--- src/rtl/store_buffer_if.sv ---
`default_nettype none
// ============================================================================
//  Module      : store_buffer_if
//  Description : Bundle of the store-buffer ports: enqueue from the memory
//                stage, load lookup, drain to the data cache and occupancy.
//  Revision    : 1.0 - initial release
// ============================================================================
interface store_buffer_if #(
  parameter int DEPTH  = 4,
  parameter int ADDR_W = 32,
  parameter int DATA_W = 32
);
  localparam int CNT_W = $clog2(DEPTH + 1);

  // Enqueue (memory stage -> buffer)
  logic              enq_valid;
  logic [ADDR_W-1:0] enq_addr;
  logic [DATA_W-1:0] enq_data;
  logic              enq_byte;
  logic              enq_ready;

  // Load lookup
  logic              ld_valid;
  logic [ADDR_W-1:0] ld_addr;
  logic              ld_hit;
  logic [DATA_W-1:0] ld_data;
  logic              ld_partial;

  // Drain (buffer -> data cache)
  logic              drain_req;
  logic [ADDR_W-1:0] drain_addr;
  logic [DATA_W-1:0] drain_data;
  logic              drain_byte;
  logic              drain_ack;

  // Occupancy
  logic [CNT_W-1:0]  count;
  logic              empty;
  logic              full;

  // Environment side: memory stage plus data cache
  modport master (
    output enq_valid, enq_addr, enq_data, enq_byte,
    input  enq_ready,
    output ld_valid, ld_addr,
    input  ld_hit, ld_data, ld_partial,
    input  drain_req, drain_addr, drain_data, drain_byte,
    output drain_ack,
    input  count, empty, full
  );

  // Buffer side
  modport slave (
    input  enq_valid, enq_addr, enq_data, enq_byte,
    output enq_ready,
    input  ld_valid, ld_addr,
    output ld_hit, ld_data, ld_partial,
    output drain_req, drain_addr, drain_data, drain_byte,
    input  drain_ack,
    output count, empty, full
  );
endinterface
`default_nettype wire

--- src/rtl/store_buffer.sv ---
`default_nettype none
// ============================================================================
//  Module      : store_buffer
//  Description : Committed-store FIFO between the memory stage and the data
//                cache. Drains in program order, forwards word-store data to
//                matching loads and flags byte-store matches as partial hits.
//  Revision    : 1.0 - initial release
// ============================================================================
module store_buffer #(
  parameter int DEPTH  = 4,
  parameter int ADDR_W = 32,
  parameter int DATA_W = 32
) (
  input  logic          clk,
  input  logic          rst,
  store_buffer_if.slave bus
);
  localparam int PTR_W = $clog2(DEPTH);
  localparam int CNT_W = $clog2(DEPTH + 1);

  // Entry storage; only the valid bits carry reset
  logic [ADDR_W-1:0] addr_q [DEPTH];
  logic [DATA_W-1:0] data_q [DEPTH];
  logic [DEPTH-1:0]  byte_q;
  logic [DEPTH-1:0]  valid_q, valid_d;

  logic [PTR_W-1:0]  hd_q, hd_d;
  logic [PTR_W-1:0]  tl_q, tl_d;
  logic [CNT_W-1:0]  count_q, count_d;

  logic              full;
  logic              empty;
  logic              enq_fire;
  logic              deq_fire;

  // Status comes from registered count only, so a same-cycle drain_ack
  // cannot open a slot for a same-cycle enqueue while full.
  assign full     = (count_q == CNT_W'(DEPTH));
  assign empty    = (count_q == '0);
  assign enq_fire = bus.enq_valid & ~full;
  assign deq_fire = valid_q[hd_q] & bus.drain_ack;

  // Next-state for pointers, occupancy and valid bits
  always_comb begin
    hd_d    = hd_q;
    tl_d    = tl_q;
    count_d = count_q;
    valid_d = valid_q;
    if (deq_fire) begin
      valid_d[hd_q] = 1'b0;
      hd_d          = hd_q + PTR_W'(1);
    end
    if (enq_fire) begin
      valid_d[tl_q] = 1'b1;
      tl_d          = tl_q + PTR_W'(1);
    end
    if (enq_fire && !deq_fire) begin
      count_d = count_q + CNT_W'(1);
    end else if (!enq_fire && deq_fire) begin
      count_d = count_q - CNT_W'(1);
    end
  end

  // Control state register with synchronous reset
  always_ff @(posedge clk) begin
    if (rst) begin
      hd_q    <= '0;
      tl_q    <= '0;
      count_q <= '0;
      valid_q <= '0;
    end else begin
      hd_q    <= hd_d;
      tl_q    <= tl_d;
      count_q <= count_d;
      valid_q <= valid_d;
    end
  end

  // Payload write at the tail on an accepted store
  always_ff @(posedge clk) begin
    if (enq_fire) begin
      addr_q[tl_q] <= bus.enq_addr;
      data_q[tl_q] <= bus.enq_data;
      byte_q[tl_q] <= bus.enq_byte;
    end
  end

  // Head presentation; payload is masked when the head slot is empty so the
  // outputs read zero after reset regardless of stale storage.
  assign bus.drain_req  = valid_q[hd_q];
  assign bus.drain_addr = valid_q[hd_q] ? addr_q[hd_q] : '0;
  assign bus.drain_data = valid_q[hd_q] ? data_q[hd_q] : '0;
  assign bus.drain_byte = valid_q[hd_q] & byte_q[hd_q];

  assign bus.enq_ready  = ~full;
  assign bus.full       = full;
  assign bus.empty      = empty;
  assign bus.count      = count_q;

  logic [PTR_W-1:0]  age_idx;
  logic              lk_match;
  logic              lk_byte;
  logic [DATA_W-1:0] lk_data;

  // Walk entries oldest to youngest from the head; the last match seen is
  // the youngest store to that word. Valid entries are contiguous from hd.
  always_comb begin
    lk_match = 1'b0;
    lk_byte  = 1'b0;
    lk_data  = '0;
    age_idx  = hd_q;
    for (int i = 0; i < DEPTH; i++) begin
      age_idx = hd_q + PTR_W'(i);
      if (valid_q[age_idx] &&
          (addr_q[age_idx][ADDR_W-1:2] == bus.ld_addr[ADDR_W-1:2])) begin
        lk_match = 1'b1;
        lk_byte  = byte_q[age_idx];
        lk_data  = data_q[age_idx];
      end
    end
  end

  assign bus.ld_hit     = bus.ld_valid & lk_match & ~lk_byte;
  assign bus.ld_partial = bus.ld_valid & lk_match & lk_byte;
  assign bus.ld_data    = (bus.ld_valid & lk_match & ~lk_byte) ? lk_data : '0;

  // Byte offset of the load address is irrelevant at word granularity
  logic unused_ld_offset;
  assign unused_ld_offset = &{1'b0, bus.ld_addr[1:0]};

endmodule
`default_nettype wire

--- src/flat_wrapper.sv ---
// flat-port wrapper written by rule: the top's interface ports become plain ports
module store_buffer_flat 
#(
  parameter int DEPTH  = 4,
  parameter int ADDR_W = 32,
  parameter int DATA_W = 32
)
  (clk, rst, bus_enq_valid, bus_enq_addr, bus_enq_data, bus_enq_byte, bus_enq_ready, bus_ld_valid, bus_ld_addr, bus_ld_hit, bus_ld_data, bus_ld_partial, bus_drain_req, bus_drain_addr, bus_drain_data, bus_drain_byte, bus_drain_ack, bus_count, bus_empty, bus_full);
  store_buffer_if #(.DEPTH(DEPTH), .ADDR_W(ADDR_W), .DATA_W(DATA_W)) bus_i ();
  input  logic clk;
  input  logic rst;
  input wire logic [$bits(bus_i.enq_valid)-1:0] bus_enq_valid;
  input wire logic [$bits(bus_i.enq_addr)-1:0] bus_enq_addr;
  input wire logic [$bits(bus_i.enq_data)-1:0] bus_enq_data;
  input wire logic [$bits(bus_i.enq_byte)-1:0] bus_enq_byte;
  output wire logic [$bits(bus_i.enq_ready)-1:0] bus_enq_ready;
  input wire logic [$bits(bus_i.ld_valid)-1:0] bus_ld_valid;
  input wire logic [$bits(bus_i.ld_addr)-1:0] bus_ld_addr;
  output wire logic [$bits(bus_i.ld_hit)-1:0] bus_ld_hit;
  output wire logic [$bits(bus_i.ld_data)-1:0] bus_ld_data;
  output wire logic [$bits(bus_i.ld_partial)-1:0] bus_ld_partial;
  output wire logic [$bits(bus_i.drain_req)-1:0] bus_drain_req;
  output wire logic [$bits(bus_i.drain_addr)-1:0] bus_drain_addr;
  output wire logic [$bits(bus_i.drain_data)-1:0] bus_drain_data;
  output wire logic [$bits(bus_i.drain_byte)-1:0] bus_drain_byte;
  input wire logic [$bits(bus_i.drain_ack)-1:0] bus_drain_ack;
  output wire logic [$bits(bus_i.count)-1:0] bus_count;
  output wire logic [$bits(bus_i.empty)-1:0] bus_empty;
  output wire logic [$bits(bus_i.full)-1:0] bus_full;
  assign bus_i.enq_valid = bus_enq_valid;
  assign bus_i.enq_addr = bus_enq_addr;
  assign bus_i.enq_data = bus_enq_data;
  assign bus_i.enq_byte = bus_enq_byte;
  assign bus_enq_ready = bus_i.enq_ready;
  assign bus_i.ld_valid = bus_ld_valid;
  assign bus_i.ld_addr = bus_ld_addr;
  assign bus_ld_hit = bus_i.ld_hit;
  assign bus_ld_data = bus_i.ld_data;
  assign bus_ld_partial = bus_i.ld_partial;
  assign bus_drain_req = bus_i.drain_req;
  assign bus_drain_addr = bus_i.drain_addr;
  assign bus_drain_data = bus_i.drain_data;
  assign bus_drain_byte = bus_i.drain_byte;
  assign bus_i.drain_ack = bus_drain_ack;
  assign bus_count = bus_i.count;
  assign bus_empty = bus_i.empty;
  assign bus_full = bus_i.full;
  store_buffer #(.DEPTH(DEPTH), .ADDR_W(ADDR_W), .DATA_W(DATA_W)) u_core (.clk(clk), .rst(rst), .bus(bus_i));
endmodule
--- config.mk ---
export PLATFORM = sky130hd
export DESIGN_NAME = store_buffer_flat
export DESIGN_NICKNAME = d
export VERILOG_FILES = /design/src/rtl/store_buffer_if.sv /design/src/rtl/store_buffer.sv /design/src/flat_wrapper.sv
export SDC_FILE = /design/constraint.sdc
export NUM_CORES = 1
export LEC_CHECK = 0
export CAP_MARGIN = 20
export CORE_MARGIN = 5
export CORE_UTILIZATION = 55
export DETAILED_ROUTE_END_ITERATION = 10
export PLACE_DENSITY = 0.78
export SLEW_MARGIN = 20
export SYNTH_ARGS = -nofsm -noshare
export SYNTH_HDL_FRONTEND = slang
export SYNTH_SLANG_ARGS = --single-unit
export TNS_END_PERCENT = 20
--- constraint.sdc ---
create_clock -name clk -period 13.03 [get_ports clk]
set_input_delay 2.606 -clock clk [delete_from_list [all_inputs] [get_ports clk]]
set_output_delay 2.606 -clock clk [all_outputs]
set_load 0.005 [all_outputs]
==> results of run 1 <==
-- cells in the final DEF, fill, tap and decap left out, types with 11 or more instances in the layout --
cell type	netlist	layout
clkbuf_16	0	33
edfxtp_1	260	260
nand4_1	16	16
nor2_1	68	66
xnor2_1	73	73
a311oi_1	64	64
a2111oi_4	29	29
mux2i_1	87	87
inv_1	20	19
xor2_1	29	29
buf_4	7	26
nand2_1	41	40
a21oi_1	15	15
clkdlybuf4s50_1	0	205
mux4_2	203	203
and2_1	60	60
mux2_2	16	16
nand3_1	72	72
nor4_1	11	11
-- stage by stage --
step	std cells	power (mW)
final	1967	3.22
after global routing	1967	3.35
after CTS	1963	3.21
after detailed placement	1908	2.32
after global placement	1908	2.30
after floorplan	1368	1.94
-- layout make-up --
| type | instances | share of cell area |
|---|---|---|
| Clock buffer | 41 | 0.0392 |
| Antenna cell | 3 | 0.000333 |
| Multi-Input combinational cell | 928 | 0.466 |
| Timing Repair Buffer | 232 | 0.100 |
| Inverter | 21 | 0.00349 |
| Clock inverter | 14 | 0.00754 |
| Sequential cell | 273 | 0.358 |
| Tap cell | 455 | 0.0252 |
-- cells by family (layout without fill, tap and decap cells) --
kind of cell,after synthesis,count (layout),share of synthesized area
AND/OR/NAND/NOR,308,308,0.0830
multiplexers,306,306,0.291
flip-flops,273,273,0.418
AO/OA/AOI/OAI,202,202,0.114
buffers and inverters,167,308,0.0406
XOR/XNOR,102,102,0.0463
adder cells (fa/ha/maj),10,10,0.00687
other,0,3,0
-- final timing paths --
path	from	end	slack [ns]	cells past startpoint
setup reg to reg	u_core.hd_q[0]	u_core.bus.count[2]	8.73	14
setup / recovery	u_core.hd_q[0]	bus_ld_data[0]	2.44	15
hold reg to reg	u_core.bus.count[2]	u_core.bus.count[2]	0.53	2
hold / removal	u_core.bus.count[2]	u_core.bus.count[2]	0.53	2
-- critical path, cell delays in order (launching register included) --
cell             delay, ns
dfxtp_4               0.65
inv_1                 0.27
ha_4                  0.94
buf_4                 0.60
mux4_2                0.58
xnor2_1               0.49
nand4_1               0.23
nor3_4                0.15
buf_4                 0.48
nand4_1               0.20
o31a_1                0.16
buf_4                 0.28
a311o_2               0.69
buf_4                 0.43
a2111oi_1             0.55
clkdlybuf4s50_1       0.61
-- per-layer routing --
| metal | up-vias | routed length [um] | part of all wire | track usage |
|---|---|---|---|---|
| met2 | 960 | 27600 | 0.48 | 0.459 |
| met1 | 7181 | 22400 | 0.39 | 0.418 |
| met5 | - | 49 | 0.00084 | 0 |
| met4 | 8 | 1670 | 0.029 | 0.0950 |
| li1 | 5876 | - | - | - |
| met3 | 131 | 6310 | 0.11 | 0.0553 |
-- flip-flops by register name, indices dropped and copies added, names as in the netlist, named ones only --
register          cells
u_core.addr_q       128
u_core.data_q       128
u_core.byte_q         4
u_core.valid_q        4
u_core.bus.count      3
u_core.hd_q           2
u_core.tl_q           2
-- power groups by stage --
stage / clock network [mW] / logic, mW / registers, mW
3_3_place_gp: 0 / 1.12 / 1.18
5_1_grt: 0.944 / 1.21 / 1.19
2_1_floorplan: 0 / 0.781 / 1.16
6_report: 0.899 / 1.14 / 1.18
4_1_cts: 0.903 / 1.13 / 1.18
3_5_place_dp: 0 / 1.13 / 1.19
==> impl_metrics.tcl, run 1 <==
set metrics [dict create \
    outcome "complete, no violations" \
    tns_ns 0 \
    fin_nets 1598 \
    syn_to_final_growth_pct 16.9 \
    synthTopCellsByCount "edfxtp_1, mux4_2, clkbuf_1" \
    finalMaxSlewViolations 0 \
    grt_overflow 0 \
    power_frac_seq 0.367 \
    pwr-share-clk 0.279 \
    syn_inst 1368 \
    cp_max_fo 63 \
    clkLatencyLatePin_ns 0.57 \
    drtPass1Iterations 5 \
    design_area_um2 22600 \
    crit_type "reg2out" \
    pin_count 208 \
    cts_resized 0 \
    cp.required_ns 10.42 \
    rows 68 \
    synth_most_common_cell "edfxtp_1" \
    fp.coreArea_um2 34600 \
    power_density_nw_per_um2 142 \
    num_vias 14200 \
    grt.total_usage 0.292 \
    post_synth_num_cell_types 69 \
    worst_clock_skew_ns 0.0109 \
    grt_pass1_wl_mm 87.8 \
    clock.fmax_mhz 94.5 \
    ant_nets 0 \
    dpl_cell_area_um2 21500 \
    grt_max_degree 67 \
    port_buffers 205 \
    die-area_um2 39000 \
    htree_levels 1 \
    netlist.area_leader.share 0.404 \
    final_core_util 0.652 \
    drc 0 \
    combPwrFrac 0.354 \
    hpwl_mm 37.3 \
    peakVddDrop_mv 0.130 \
    routed_via_density 7.20 \
    maxCapViolCount 0 \
    dieWidth_um 197 \
    ys.flop_type "edfxtp_1" \
    n_fill_cell 2513 \
    ys_seq_elements 273 \
    clock-sinks 273 \
    synth-edff-count 260 \
    die_y_um 197 \
    drt_wl_total_mm 58.0 \
    synthArstFlopShare 0 \
    drt_iter0_drc 1986 \
    p_leak_nw 6.44 \
    post-cts-setup-buffers 0 \
    yosys_warnings 0 \
    pre_cts_slack_ns 2.57 \
    worstPathArrival_ns 7.98 \
    gp_congestion 0.951 \
    setup_ws_ns 2.44 \
    max-slew-margin-rel 0.315 \
    clkTransAtPathRegs_ns 0.06 \
    yosys-top-cells-area "edfxtp_1, mux4_2, mux2i_1" \
    syn_avg_cell_area_um2 14.1 \
    cts_root_buffer "clkbuf_16" \
    cts_made_buffers 30 \
    final-seq-area_um2 8080 \
    rsz0062_at_grt "false" \
    min_period_over_period 0.812 \
    switchingPower_mw 1.01 \
    drive_gt1_frac 0.230 \
    crit_path_start_kind "register" \
    antenna_found_initial 7 \
    endpoint_kind "output port" \
    synth.largest_area_cell "edfxtp_1" \
    setup_viol 0 \
    hold_buffers 0 \
    hold_viol 0 \
    timing.hold.ws_ns 0.530 \
    hold_class "reg2reg" \
    tightest_slew_ns 1.03 \
    synth-seq-area-share 0.418 \
    netlist_area_um2 19300 \
    cts_tree "yes" \
    grt_pass1_vias 14300 \
    multiInputGateArea_um2 10500 \
    start_util 0.558 \
    wl_per_cell_um 29.5 \
    synth_fp_nets 1480 \
    fin_crit_ns 10.59 \
    switching_share 0.313 \
    clk_path_buf_depth 3 \
    p_int_mw 2.21 \
]
(Power assumes the default switching activity.)
==> inputs of run 2 (changes only) <==
clock period = 9.9 ns   (was 13.03 ns; I/O delays follow)
==> impl_metrics.tcl, run 2 (synthesized netlist as in run 1, its figures left out) <==
set metrics [dict create \
    outcome "complete, no violations" \
    die_y_um 197 \
    cts_made_buffers 29 \
    max-slew-margin-rel 0.365 \
    cts_root_buffer "clkbuf_16" \
    dieWidth_um 197 \
    ant_nets 0 \
    clkLatencyLatePin_ns 0.58 \
    hold_buffers 0 \
    clk_path_buf_depth 3 \
    grt_pass1_vias 14300 \
    hold_viol 0 \
    fin_nets 1603 \
    finalMaxSlewViolations 0 \
    rows 68 \
    tns_ns 0 \
    rsz0062_at_grt "false" \
    grt_max_degree 136 \
    power_frac_seq 0.381 \
    cts_tree "yes" \
    pwr-share-clk 0.251 \
    drive_gt1_frac 0.229 \
    grt_pass1_wl_mm 89.0 \
    endpoint_kind "output port" \
    setup_viol 0 \
    clock.fmax_mhz 117 \
    mostFrequentLayoutCell "edfxtp_1" \
    htree_levels 1 \
    drt_iter0_drc 1926 \
    holdCritStartpoint "u_core.bus.count[2]" \
    drc 0 \
    port_buffers 205 \
    maxCapViolCount 0 \
    setup_ws_ns 1.36 \
    rr_endpoint "u_core.bus.count[2]" \
    crit_type "in2out" \
    combPwrFrac 0.368 \
    final_core_util 0.649 \
    layout_common_cells "edfxtp_1, clkdlybuf4s50_1, mux4_2, mux2i_1, xnor2_1" \
    hpwl_mm 38.4 \
    n_fill_cell 2483 \
    power_density_nw_per_um2 181 \
    syn_to_final_growth_pct 16.3 \
    post-cts-setup-buffers 0 \
    fp.coreArea_um2 34600 \
    hold_class "reg2reg" \
    gp_congestion 0.953 \
    clkTransAtPathRegs_ns 0.07 \
    finalPower_mw 4.08 \
    cts_resized 0 \
    cp_max_fo 33 \
    cp.required_ns 7.92 \
    num_vias 14300 \
    pin_count 208 \
    drtPass1Iterations 6 \
    clock-sinks 273 \
    worstPathArrival_ns 6.56 \
    reg2reg_from "u_core.hd_q[0]" \
    antenna_found_initial 5 \
    crit_path_start_kind "input pin" \
    dpl_cell_area_um2 21600 \
    switchingPower_mw 1.33 \
    die-area_um2 39000 \
    switching_share 0.327 \
    tightest_slew_ns 0.953 \
    r2r_setup_slack_ns 6.06 \
    grt_overflow 0 \
    p_int_mw 2.74 \
    grt.total_usage 0.296 \
    worst_clock_skew_ns 0.0207 \
    dp.cells 1915 \
    peakVddDrop_mv 0.179 \
    start_util 0.558 \
    reg_top3 "u_core.addr_q x128, u_core.data_q x128" \
    wl_per_cell_um 29.8 \
    fin_cells 1969 \
    r2r_cells 14 \
    timing.hold.ws_ns 0.547 \
    fin_crit_ns 8.54 \
    min_period_over_period 0.862 \
    design_area_um2 22500 \
    drt_wl_total_mm 58.6 \
    pre_cts_slack_ns 1.32 \
    p_leak_nw 6.36 \
    min_to "u_core.bus.count[2]" \
    min_path_cells 2 \
    routed_via_density 7.25 \
]
run 2: worst max-delay path by stage:
stage / startpoint / to / slack, ns / depth (start not counted)
floorplan: bus_ld_addr[19] / bus_ld_data[10] / 3.32 / 10
detailed placement: bus_ld_addr[21] / bus_ld_data[1] / 1.32 / 11
CTS: bus_ld_addr[21] / bus_ld_data[1] / 1.31 / 11
finish: bus_ld_addr[21] / bus_ld_data[1] / 1.36 / 11
global placement: bus_ld_addr[29] / bus_ld_data[1] / 1.52 / 10
global route: bus_ld_addr[29] / bus_ld_data[1] / 1.14 / 10
run 2: area by class of cell:
type,count,area [um2],share of cell area
multi-input combinational,928,10500,0.468
inverter,21,78.8,0.00351
clock buffer,32,737,0.0328
tap,455,569,0.0253
antenna,2,5.00,0.000223
sequential,273,8080,0.360
timing repair buffer,238,2320,0.104
clock inverter,20,145,0.00646
run 2: metal layers:
layer	track usage	wire length [um]	vias up
li1	-	-	5889
met1	0.425	22500	7278
met2	0.471	28100	962
met3	0.0568	6380	132
met4	0.0806	1620	6
met5	0	34	-
run 2: power groups by stage:
stage,registers [mW],logic [mW],clock network (mW)
CTS,1.55,1.50,1.03
detailed placement,1.57,1.49,0
finish,1.55,1.50,1.02
global placement,1.56,1.47,0
floorplan,1.52,1.03,0
global route,1.57,1.60,1.08
run 2: critical path, stage by stage:
cell and delay, ns:
clkdlybuf4s50_1 0.74, inv_1 0.19, o2bb2a_1 0.34, o2111ai_1 0.11
nand2_1 0.55, nand4_1 0.37, o31a_1 0.20, buf_4 0.46
nand3_1 0.18, a2111oi_1 0.78, clkdlybuf4s50_1 0.65
